File: config.mk
export PLATFORM = sky130hd
export DESIGN_NAME = serdes_word_aligner
export DESIGN_NICKNAME = d
export VERILOG_FILES = /design/src/rtl/serdes_word_aligner.sv
export SDC_FILE = /design/constraint.sdc
export NUM_CORES = 1
export LEC_CHECK = 0
export ABC_AREA = 1
export BUFFER_PORTS_ARGS = -buffer_cell sky130_fd_sc_hd__clkbuf_2
export CORE_ASPECT_RATIO = 1.1
export CORE_MARGIN = 10
export CORE_UTILIZATION = 52
export DETAILED_ROUTE_END_ITERATION = 16
export PLACE_DENSITY = 0.81
export SYNTH_ARGS = -nofsm -noshare
export SYNTH_HDL_FRONTEND = slang
export SYNTH_SLANG_ARGS = --single-unit
File: constraint.sdc
create_clock -name clk -period 1.35 [get_ports clk]
set_input_delay 0.27 -clock clk [delete_from_list [all_inputs] [get_ports clk]]
set_output_delay 0.27 -clock clk [all_outputs]
set_load 0.1 [all_outputs]
File: src/rtl/serdes_word_aligner.sv
// serdes_word_aligner: finds the bit offset of PATTERN across 8-bit word
// boundaries from a 1:8 deserializer, confirms it over LOCK_COUNT words and
// then emits re-aligned payload words with one cycle of latency.
// Optional macro SERDES_ALIGN_TIMEOUT_EN builds the search timeout counter;
// without it search_timeout is tied low.
//
// state   | meaning
// SEARCH  | scanning all 8 offsets for PATTERN
// CONFIRM | candidate offset found, counting consecutive matches
// LOCKED  | offset fixed, payload words forwarded
module serdes_word_aligner #(
  parameter logic [7:0] PATTERN       = 8'h5C,
  parameter int         LOCK_COUNT    = 4,
  parameter int         TIMEOUT_WORDS = 256
) (
  input  logic       clk,
  input  logic       rst,
  input  logic       in_valid,
  input  logic [7:0] in_data,
  input  logic       relock,
  output logic       out_valid,
  output logic [7:0] out_data,
  output logic       locked,
  output logic [2:0] offset,
  output logic       search_timeout
);

  typedef enum logic [1:0] {SEARCH, CONFIRM, LOCKED} state_t;

  localparam logic [3:0] LOCK_CNT4 = 4'(LOCK_COUNT);

  state_t     state_q, state_d;
  logic [3:0] count_q, count_d;
  logic [2:0] offset_q, offset_d;
  logic [7:0] prev_word_q, prev_word_d;
  logic       prev_ok_q, prev_ok_d;
  logic       out_valid_q, out_valid_d;
  logic [7:0] out_data_q, out_data_d;

  logic [15:0] window;
  logic [7:0]  cand [8];
  logic        hit;
  logic [2:0]  hit_idx;
  logic [7:0]  cand_sel;

  // Candidate words at every bit offset; lowest matching offset wins.
  always_comb begin
    window  = {in_data, prev_word_q};
    hit     = 1'b0;
    hit_idx = 3'd0;
    for (int k = 0; k < 8; k++) begin
      cand[k] = window[k +: 8];
    end
    for (int k = 7; k >= 0; k--) begin
      if (cand[k] == PATTERN) begin
        hit     = 1'b1;
        hit_idx = 3'(k);
      end
    end
    cand_sel = cand[offset_q];
  end

  // Next-state and output logic; relock wins over any word in the same cycle.
  always_comb begin
    state_d     = state_q;
    count_d     = count_q;
    offset_d    = offset_q;
    out_valid_d = 1'b0;
    out_data_d  = out_data_q;
    prev_word_d = in_valid ? in_data : prev_word_q;
    prev_ok_d   = prev_ok_q | in_valid;
    if (relock) begin
      state_d   = SEARCH;
      count_d   = 4'd0;
      prev_ok_d = 1'b0;
    end else if (in_valid) begin
      case (state_q)
        SEARCH: begin
          if (prev_ok_q && hit) begin
            offset_d = hit_idx;
            count_d  = 4'd1;
            state_d  = (LOCK_COUNT > 1) ? CONFIRM : LOCKED;
          end
        end
        CONFIRM: begin
          if (cand_sel == PATTERN) begin
            count_d = count_q + 4'd1;
            if (count_d == LOCK_CNT4) state_d = LOCKED;
          end else begin
            state_d = SEARCH;
            count_d = 4'd0;
          end
        end
        LOCKED: begin
          out_valid_d = 1'b1;
          out_data_d  = cand_sel;
        end
        default: state_d = SEARCH;
      endcase
    end
  end

  // State and datapath registers.
  always_ff @(posedge clk) begin
    if (rst) begin
      state_q     <= SEARCH;
      count_q     <= 4'd0;
      offset_q    <= 3'd0;
      prev_word_q <= 8'd0;
      prev_ok_q   <= 1'b0;
      out_valid_q <= 1'b0;
      out_data_q  <= 8'd0;
    end else begin
      state_q     <= state_d;
      count_q     <= count_d;
      offset_q    <= offset_d;
      prev_word_q <= prev_word_d;
      prev_ok_q   <= prev_ok_d;
      out_valid_q <= out_valid_d;
      out_data_q  <= out_data_d;
    end
  end

  assign out_valid = out_valid_q;
  assign out_data  = out_data_q;
  assign locked    = (state_q == LOCKED);
  assign offset    = offset_q;

`ifdef SERDES_ALIGN_TIMEOUT_EN
  localparam logic [15:0] TMO16 = 16'(TIMEOUT_WORDS);

  logic [15:0] tmo_cnt_q, tmo_cnt_d;
  logic        tmo_q, tmo_d;

  // Count valid words spent searching; the flag is sticky until relock/rst.
  always_comb begin
    tmo_cnt_d = tmo_cnt_q;
    tmo_d     = tmo_q;
    if (relock) begin
      tmo_cnt_d = 16'd0;
      tmo_d     = 1'b0;
    end else if (state_d == LOCKED && state_q != LOCKED) begin
      tmo_cnt_d = 16'd0;
    end else if (in_valid && state_q != LOCKED) begin
      if (tmo_cnt_q != 16'hFFFF) tmo_cnt_d = tmo_cnt_q + 16'd1;
      if (tmo_cnt_d >= TMO16) tmo_d = 1'b1;
    end
  end

  // Timeout registers.
  always_ff @(posedge clk) begin
    if (rst) begin
      tmo_cnt_q <= 16'd0;
      tmo_q     <= 1'b0;
    end else begin
      tmo_cnt_q <= tmo_cnt_d;
      tmo_q     <= tmo_d;
    end
  end

  assign search_timeout = tmo_q;
`else
  assign search_timeout = 1'b0;
`endif

endmodule
==> reports/qor.yml, run 1 <==
ys_ff_latch: 27
via_per_inst: 5.77
grt_usage: 0.178
ys_seq_area_frac: 0.283
grtUsageMet3: 0.0345
grt_pass1_vias: 2266
cts-root-buf: "clkbuf_8"
slew_headroom: 0.610
hp-class: "input port to flop"
failed_checks: "setup timing"
grt_max_degree: 18
clkLatencyLatePin_ns: 0.28
critPathKind: "flop to flop"
dp_hpwl_mm: 4.11
synthTopCellsByArea: "dfxtp_1 28%, nand2_1 19%, nor2_1 9.2%"
netlist_area_mm2: 0.00191
p_leak_nw: 1.47
layoutNonFillerInstCount: 446
worst_pin_slew_ns: 0.580
vias: 2574
outcome: "finished, violations left"
hold_buffers: 0
die_h_um: 83.5
gr-usage-met1: 0.192
n_antenna_cell: 0
postSynthCellCount: 322
grt.busiest_layer: "met2"
core_area_mm2: 0.00360
dp_cells: 427
syn_nets: 336
cts_tree: "built"
syn_to_final_growth_pct: 53.8
mostFrequentLayoutCell: "nand2_1"
dr.pass1.iters: 8
maxCapViolations: 0
finalHoldViolCount: 0
clockBufferDepth: 2
clock_sink_count: 27
irDropWorstVdd_mv: 0.397
yosys.area.top_type: "dfxtp_1"
start_util: 0.530
ios: 26
ant_nets: 0
drcViolationCount: 0
fin_crit_ns: 1.67
crit_fanout: 7
layout-drive-gt1-share: 0.419
p_per_area_mw_per_mm2: 585
syn_avg_cell_area_um2: 5.93
finalMaxSlewViolations: 0
die_x_um: 77.8
fin_skew_ns: 0.00332
antenna_found_initial: 0
reg2reg_slack_ns: -0.32
grt_pass1_wl_mm: 9.85
rsz0062_at_grt: "yes"
io_buffers: 24
max_clock_freq_mhz: 600
synth_top_area_frac: 0.283
cts_made_buffers: 3
grt_util_met2: 0.331
required_ns: 1.58
post_drt_wl_per_cell_um: 15.9
gr-total-overflow: 0
ys_types: 30
cp-end-kind: "flop"
startpoint_type: "flop"
htree_levels: 1
dieArea_mm2: 0.00649
drtIter0Drc: 307
final.period_utilization: 1.24
nNetsFinal: 411
finalSetupViolCount: 18
finalWeightedCongestion: 0.985
clkTransAtPathRegs_ns: 0.10
wl_mm: 7.10
synth_warnings: 0
fp-row-count: 23
finalPower_mw: 1.72
mostFrequentLayoutCells: "80 x nand2_1, 51 x buf_4, 40 x nor2_1, 30 x inv_1, 23 x nand2_2"
cp_data_arrival_time_ns: 1.90
timing.final.ws_setup_ns: -0.317
==> final timing paths <==
kind | start | end | cells past startpoint
max | offset[0] | state_q[1] | 13
max reg2reg | offset[0] | state_q[1] | 13
min | in_data[7] | prev_word_q[7] | 3
min reg2reg | prev_ok_q | prev_ok_q | 2
==> critical path, cell delays in order, from the launching register on <==
cell and delay [ns]:
dfxtp_4 0.44, buf_6 0.16, nand2_1 0.09, nand3_1 0.11, nand3_2 0.07, nand2_2 0.10
nand2_2 0.07, nor2_4 0.12, nand2_2 0.08, nor2_4 0.12, nor2_1 0.06, nor2_1 0.08
nand2_1 0.07, inv_1 0.06
==> stage by stage <==
| step | instance area, µm² | hold WS [ns] | util | TNS, ns | setup slack (ns) |
|---|---|---|---|---|---|
| floorplan | 1940 | 0.414 | - | -4.27 | -0.391 |
| global placement | 2550 | 0.466 | 0.710 | -2.13 | -0.280 |
| detailed placement | 2550 | 0.469 | 0.710 | -2.32 | -0.330 |
| CTS | 2770 | 0.267 | 0.769 | -1.56 | -0.226 |
| global route | 2930 | 0.312 | 0.816 | -5.16 | -0.507 |
| finish | 2930 | 0.269 | 0.816 | -3.35 | -0.317 |
==> kinds of logic (layout without fill, tap and decap cells) <==
family | count (synthesis) | after routing | share of synthesized area
other | 1 | 1 | 0.00197
XOR/XNOR | 2 | 2 | 0.00918
AND/OR/NAND/NOR | 197 | 197 | 0.452
buffers and inverters | 54 | 128 | 0.129
flip-flops | 27 | 27 | 0.283
AO/OA/AOI/OAI | 39 | 39 | 0.111
adder cells (fa/ha/maj) | 2 | 2 | 0.0131
==> Yosys cell counts, drive strengths merged <==
cell,count
buf,9
conb,1
inv,41
nand2,107
o211ai,4
a21oi,14
a41oi,1
ha,2
nor4,1
clkinv,1
dfxtp,27
nand4,2
o31ai,1
o21ai,19
nor2,50
xnor2,1
clkbuf,3
nand3,36
nor3,1
xor2,1
==> cell type report <==
type / count / area [µm²]
Timing Repair Buffer: 82 / 777
Sequential cell: 27 / 569
Tap cell: 50 / 62.6
Fill cell: 217 / 663
Inverter: 42 / 174
Clock buffer: 3 / 41.3
Multi-Input combinational cell: 241 / 1300
Clock inverter: 1 / 7.51
==> registers in the layout (all words and copies together), names as in the netlist <==
register,flops
offset,3
count_q,4
prev_word_q,8
prev_ok_q,1
state_q,2
out_data,8
out_valid,1
==> where the power goes <==
group,switching (mW),internal [mW]
Clock,0.281,0.210
Combinational,0.224,0.163
Sequential,0.0313,0.808
==> metal layers <==
metal  vias to the layer above  part of all wire  wire [µm]
met1                      1166              0.36       2540
met2                       182              0.49       3470
met5                         -                 0          0
met4                         0             0.061        434
li1                       1160                 -          -
met3                        66             0.091        644
==> what timing repair did <==
| item | CTS | global route |
|---|---|---|
| pin swaps | 9 | 6 |
| setup buffers | 12 | 3 |
| resized for setup | 35 | 42 |
| setup endpoints to repair | 15 | 19 |
No activity file was read; power rests on OpenSTA's default activity.
==> run 2: changes to the inputs <==
--- a/config.mk
+++ b/config.mk
@@ -7,11 +7,14 @@
 export LEC_CHECK = 0
 export ABC_AREA = 1
 export BUFFER_PORTS_ARGS = -buffer_cell sky130_fd_sc_hd__clkbuf_2
+export CELL_PAD_IN_SITES_DETAIL_PLACEMENT = 0
+export CELL_PAD_IN_SITES_GLOBAL_PLACEMENT = 1
 export CORE_ASPECT_RATIO = 1.1
 export CORE_MARGIN = 10
-export CORE_UTILIZATION = 52
+export CORE_UTILIZATION = 35
 export DETAILED_ROUTE_END_ITERATION = 16
-export PLACE_DENSITY = 0.81
+export PLACE_DENSITY = 0.8
+export REMOVE_ABC_BUFFERS = 1
 export SYNTH_ARGS = -nofsm -noshare
 export SYNTH_HDL_FRONTEND = slang
 export SYNTH_SLANG_ARGS = --single-unit
==> reports/qor.yml, run 2 (synthesis gave the netlist of run 1 again) <==
mostFrequentLayoutCell: "nand2_1"
clkTransAtPathRegs_ns: 0.09
cp_data_arrival_time_ns: 1.94
grt_max_degree: 18
mostFrequentLayoutCells: "71 x nand2_1, 56 x buf_4, 38 x nor2_1, 31 x inv_1, 30 x nand2_2"
startpoint_type: "flop"
fill_cells: 539
dr.pass1.iters: 4
vias: 2260
start_util: 0.358
dp_hpwl_mm: 4.43
grt_usage: 0.127
ios: 26
grt_pass1_wl_mm: 9.73
clkLatencyLatePin_ns: 0.28
fin_setup_tns_ns: -2.30
wl_mm: 5.98
drtIter0Drc: 110
cts_made_buffers: 3
clkPwrFrac: 0.280
cts-root-buf: "clkbuf_8"
via_per_inst: 4.71
clock_sink_count: 27
cp-end-kind: "flop"
cts_tree: "built"
irDropWorstVdd_mv: 0.584
final.period_utilization: 1.26
clockBufferDepth: 2
layout-drive-gt1-share: 0.449
power_frac_comb: 0.226
n_antenna_cell: 0
finalWeightedCongestion: 0.873
outcome: "finished, violations left"
rsz0062_at_grt: "yes"
required_ns: 1.58
timing.final.ws_setup_ns: -0.357
pre_cts_slack_ns: -0.356
antenna_found_initial: 0
finalMaxSlewViolations: 0
dieArea_mm2: 0.00881
core_area_mm2: 0.00533
io_buffers: 24
p_seq_frac: 0.494
hold_buffers: 0
finalSetupViolCount: 13
fin_skew_ns: 0.00371
p_per_area_mw_per_mm2: 546
crit_fanout: 7
hp-class: "input port to flop"
fp-row-count: 28
critPathKind: "flop to flop"
gr-total-overflow: 0
max_clock_freq_mhz: 586
grt_pass1_vias: 2182
ant_nets: 0
failed_checks: "setup timing"
die_x_um: 90.4
die_h_um: 97.4
power_switching_mw: 0.497
fin_crit_ns: 1.71
swShare: 0.294
htree_levels: 1
syn_to_final_growth_pct: 62.2
nNetsFinal: 420
finalHoldViolCount: 0
post_drt_wl_per_cell_um: 12.5
p_leak_nw: 1.56
drcViolationCount: 0
internal-power_mw: 1.19
maxCapViolations: 0
[run 2: changes by cell type in the layout (fill, tap and decap cells not counted), moves of 5 or more]
cell     delta
nand2_2     +7
nand2_1     -9
buf_4       +5
dfxtp_4     -5
[run 2: worst paths after layout]
| kind | from | endpoint | slack, ns | cells past startpoint |
|---|---|---|---|---|
| worst max-delay path | offset[0] | state_q[1] | -0.36 | 15 |
| worst min-delay path | in_data[7] | prev_word_q[7] | 0.27 | 3 |
| worst max register to register | offset[0] | state_q[1] | -0.36 | 15 |
| worst min register to register | prev_ok_q | prev_ok_q | 0.49 | 2 |
[run 2: timing repair]
| action | in CTS | in global routing |
|---|---|---|
| resized for setup | 28 | 62 |
| cloned | 0 | 2 |
| pin swaps | 8 | 31 |
| setup buffers | 4 | 9 |
| hold endpoints to repair | 0 | 0 |
| setup endpoints to repair | 18 | 20 |
[run 2: layout make-up]
cell class | count | area [µm²] | area share
multi-input cells | 241 | 1340 | 0.431
repair buffers | 91 | 891 | 0.288
flip-flops and latches | 27 | 554 | 0.179
inverters | 42 | 174 | 0.0562
well taps | 75 | 93.8 | 0.0303
clock buffers | 3 | 41.3 | 0.0133
clock inverters | 1 | 5.00 | 0.00162
[run 2: metal layers]
metal  up-vias  routed length (µm)  GRT usage
li1       1175                   -          -
met1      1042                2700      0.153
met2        37                3020      0.219
met3         6                 208     0.0317
met4         0                  51     0.0306
met5         -                   0          0
[run 2: stage by stage]
step | total power [mW] | hold WS (ns) | utilization | area (µm²) | cells
6_report | 1.69 | 0.271 | 0.581 | 3090 | 480
4_1_cts | 1.67 | 0.270 | 0.528 | 2810 | 470
3_3_place_gp | 1.18 | 0.463 | 0.501 | 2670 | 462
5_1_grt | 1.79 | 0.338 | 0.581 | 3090 | 480
3_5_place_dp | 1.18 | 0.465 | 0.501 | 2670 | 462
2_1_floorplan | 1.01 | 0.339 | - | 1820 | 310
[run 2: power by group through the flow]
stage	Sequential (mW)	Clock [mW]	Combinational, mW
finish	0.834	0.474	0.383
CTS	0.836	0.491	0.342
global placement	0.851	0	0.330
global route	0.837	0.522	0.426
floorplan	0.854	0	0.153
detailed placement	0.851	0	0.332
[run 2: critical path, stage by stage (launching register included)]
cell	delay, ns
dfxtp_4	0.38
buf_12	0.15
buf_8	0.13
nand2_4	0.06
nand3_2	0.07
nand2_1	0.07
nand2_1	0.06
nand2_2	0.09
nand2_2	0.07
nor2_4	0.11
nand2_2	0.08
nor2_4	0.15
nor2_2	0.05
nor2_1	0.10
nand2_1	0.06
inv_1	0.04
==> run 3: changes to the inputs <==
==> constraint.sdc (replaced) <==
create_clock -name clk -period 1.35 [get_ports clk]
set_input_delay 0.135 -clock clk [delete_from_list [all_inputs] [get_ports clk]]
set_output_delay 0.135 -clock clk [all_outputs]
set_load 0.1 [all_outputs]
==> reports/qor.yml, run 3 (synthesis gave the netlist of run 1 again) <==
post_drt_wl_per_cell_um: 12.3
critPathKind: "flop to flop"
dr.pass1.iters: 4
hold_buffers: 0
finalWeightedCongestion: 0.858
crit_fanout: 8
holdPathStages: 3
grt_usage: 0.130
ant_nets: 0
grt_max_degree: 18
clkTransAtPathRegs_ns: 0.11
fin_skew_ns: 0.0148
grt_pass1_vias: 2215
timing.final.ws_setup_ns: -0.287
final.period_utilization: 1.21
cts-root-buf: "clkbuf_8"
clkLatencyLatePin_ns: 0.29
irDropWorstVdd_mv: 0.401
cp_num_buf_inv: 3
multi_input_area_mm2: 0.00136
reg2reg_slack_ns: -0.29
die_x_um: 90.4
ios: 26
gr-total-overflow: 0
mostFrequentLayoutCell: "nand2_1"
mostFrequentLayoutCells: "65 x nand2_1, 55 x buf_4, 40 x nor2_1, 34 x nand2_2, 32 x inv_1"
timing.rr.start: "offset[0]"
dp_cells: 461
layout-drive-gt1-share: 0.461
nNetsFinal: 421
dieArea_mm2: 0.00881
startpoint_type: "flop"
r2r_end: "state_q[1]"
syn_to_final_growth_pct: 57.8
required_ns: 1.60
crit_family: "simple AND/OR/NAND/NOR gates"
n_antenna_cell: 0
seq_area_um2: 557
finalHoldViolCount: 0
clock_sink_count: 27
dp_hpwl_mm: 4.18
worst_path_most_repeated_cell: "nand2_2"
crit_chain: "buf_12 -> inv_12 -> nand2_2 -> nand3_2 -> nand2_2 -> nand2_1 -> nand2_2 -> nand2_2 -> nor2_4 -> nand2_2 -> nor2_4 -> nor2_1 -> nor2_1 -> nand2_1 -> inv_1"
io_buffers: 24
cp-end-kind: "flop"
vias: 2243
slew_headroom: 0.639
whs_ns: 0.123
crit_path_top_delay_cell: "dfxtp_4"
p_per_area_mw_per_mm2: 580
hp-class: "input port to flop"
via_per_inst: 4.66
core_area_mm2: 0.00533
cp_data_arrival_time_ns: 1.89
failed_checks: "setup timing"
fp-row-count: 28
finalSetupViolCount: 13
worst_pin_slew_ns: 0.543
drcViolationCount: 0
drtIter0Drc: 104
wl_mm: 5.90
antenna_found_initial: 0
min_to: "prev_word_q[7]"
finalMaxSlewViolations: 0
die_h_um: 97.4
p_leak_nw: 1.53
outcome: "finished, violations left"
cpPeakStageDelay_ns: 0.40
rsz0062_at_grt: "yes"
fin_crit_ns: 1.64
fill_cells: 525
max_clock_freq_mhz: 611
r2r_cells: 15
clockBufferDepth: 2
layoutNonFillerInstCount: 481
worstHoldStart: "in_data[7]"
cts_made_buffers: 3
cts_tree: "built"
grt_pass1_wl_mm: 9.85
maxCapViolations: 0
htree_levels: 1
start_util: 0.358
==> run 3: worst register-to-register path, stage by stage, from the launching register on <==
cell and delay, ns:
dfxtp_4 0.40, buf_12 0.16, inv_12 0.06, nand2_2 0.08, nand3_2 0.07, nand2_2 0.07
nand2_1 0.06, nand2_2 0.08, nand2_2 0.06, nor2_4 0.13, nand2_2 0.09, nor2_4 0.13
nor2_1 0.05, nor2_1 0.09, nand2_1 0.05, inv_1 0.04
==> run 3: how the worst max path moves through the flow <==
stage / from / endpoint / slack (ns) / cells past startpoint
3_5_place_dp: offset[0] / state_q[1] / -0.28 / 16
6_report: offset[0] / state_q[1] / -0.29 / 15
3_3_place_gp: prev_word_q[5] / state_q[1] / -0.28 / 15
4_1_cts: offset[0] / state_q[1] / -0.26 / 15
2_1_floorplan: state_q[1] / out_data[2] / -1.54 / 7
5_1_grt: offset[0] / state_q[1] / -0.39 / 15
==> run 3: timing repair <==
action | in CTS | in global routing
cloned | 2 | 0
gates resized for setup | 45 | 59
buffers inserted | 12 | 3
setup endpoints to repair | 12 | 19
pin swaps | 25 | 32
==> run 3: where the power goes <==
group,switching (mW),total [mW],internal (mW)
Clock,0.296,0.507,0.211
Combinational,0.217,0.404,0.187
Sequential,0.0210,0.835,0.814
==> run 3: final cells by class <==
| class | instances | share of cell area |
|---|---|---|
| Multi-Input combinational cell | 241 | 0.450 |
| Timing Repair Buffer | 91 | 0.256 |
| Sequential cell | 27 | 0.185 |
| Inverter | 42 | 0.0573 |
| Tap cell | 75 | 0.0312 |
| Clock buffer | 3 | 0.0137 |
| Timing Repair inverter | 1 | 0.00374 |
| Clock inverter | 1 | 0.00249 |
==> run 3: metrics by stage <==
| step | setup WS (ns) | area [µm²] | utilization | total power, mW | TNS [ns] |
|---|---|---|---|---|---|
| CTS | -0.255 | 2810 | 0.528 | 1.71 | -1.84 |
| global placement | -0.284 | 2520 | 0.473 | 1.17 | -2.18 |
| detailed placement | -0.282 | 2520 | 0.473 | 1.17 | -2.16 |
| finish | -0.287 | 3010 | 0.566 | 1.75 | -2.13 |
| floorplan | -1.54 | 1820 | - | 1.01 | -20.95 |
| global route | -0.394 | 3010 | 0.566 | 1.83 | -3.80 |
==> run 3: per-layer routing <==
layer	vias to the layer above	wire length, µm	GRT usage
li1	1185	-	-
met1	1010	2710	0.158
met2	41	2930	0.228
met3	7	189	0.0216
met4	0	71	0.0417
met5	-	0	0
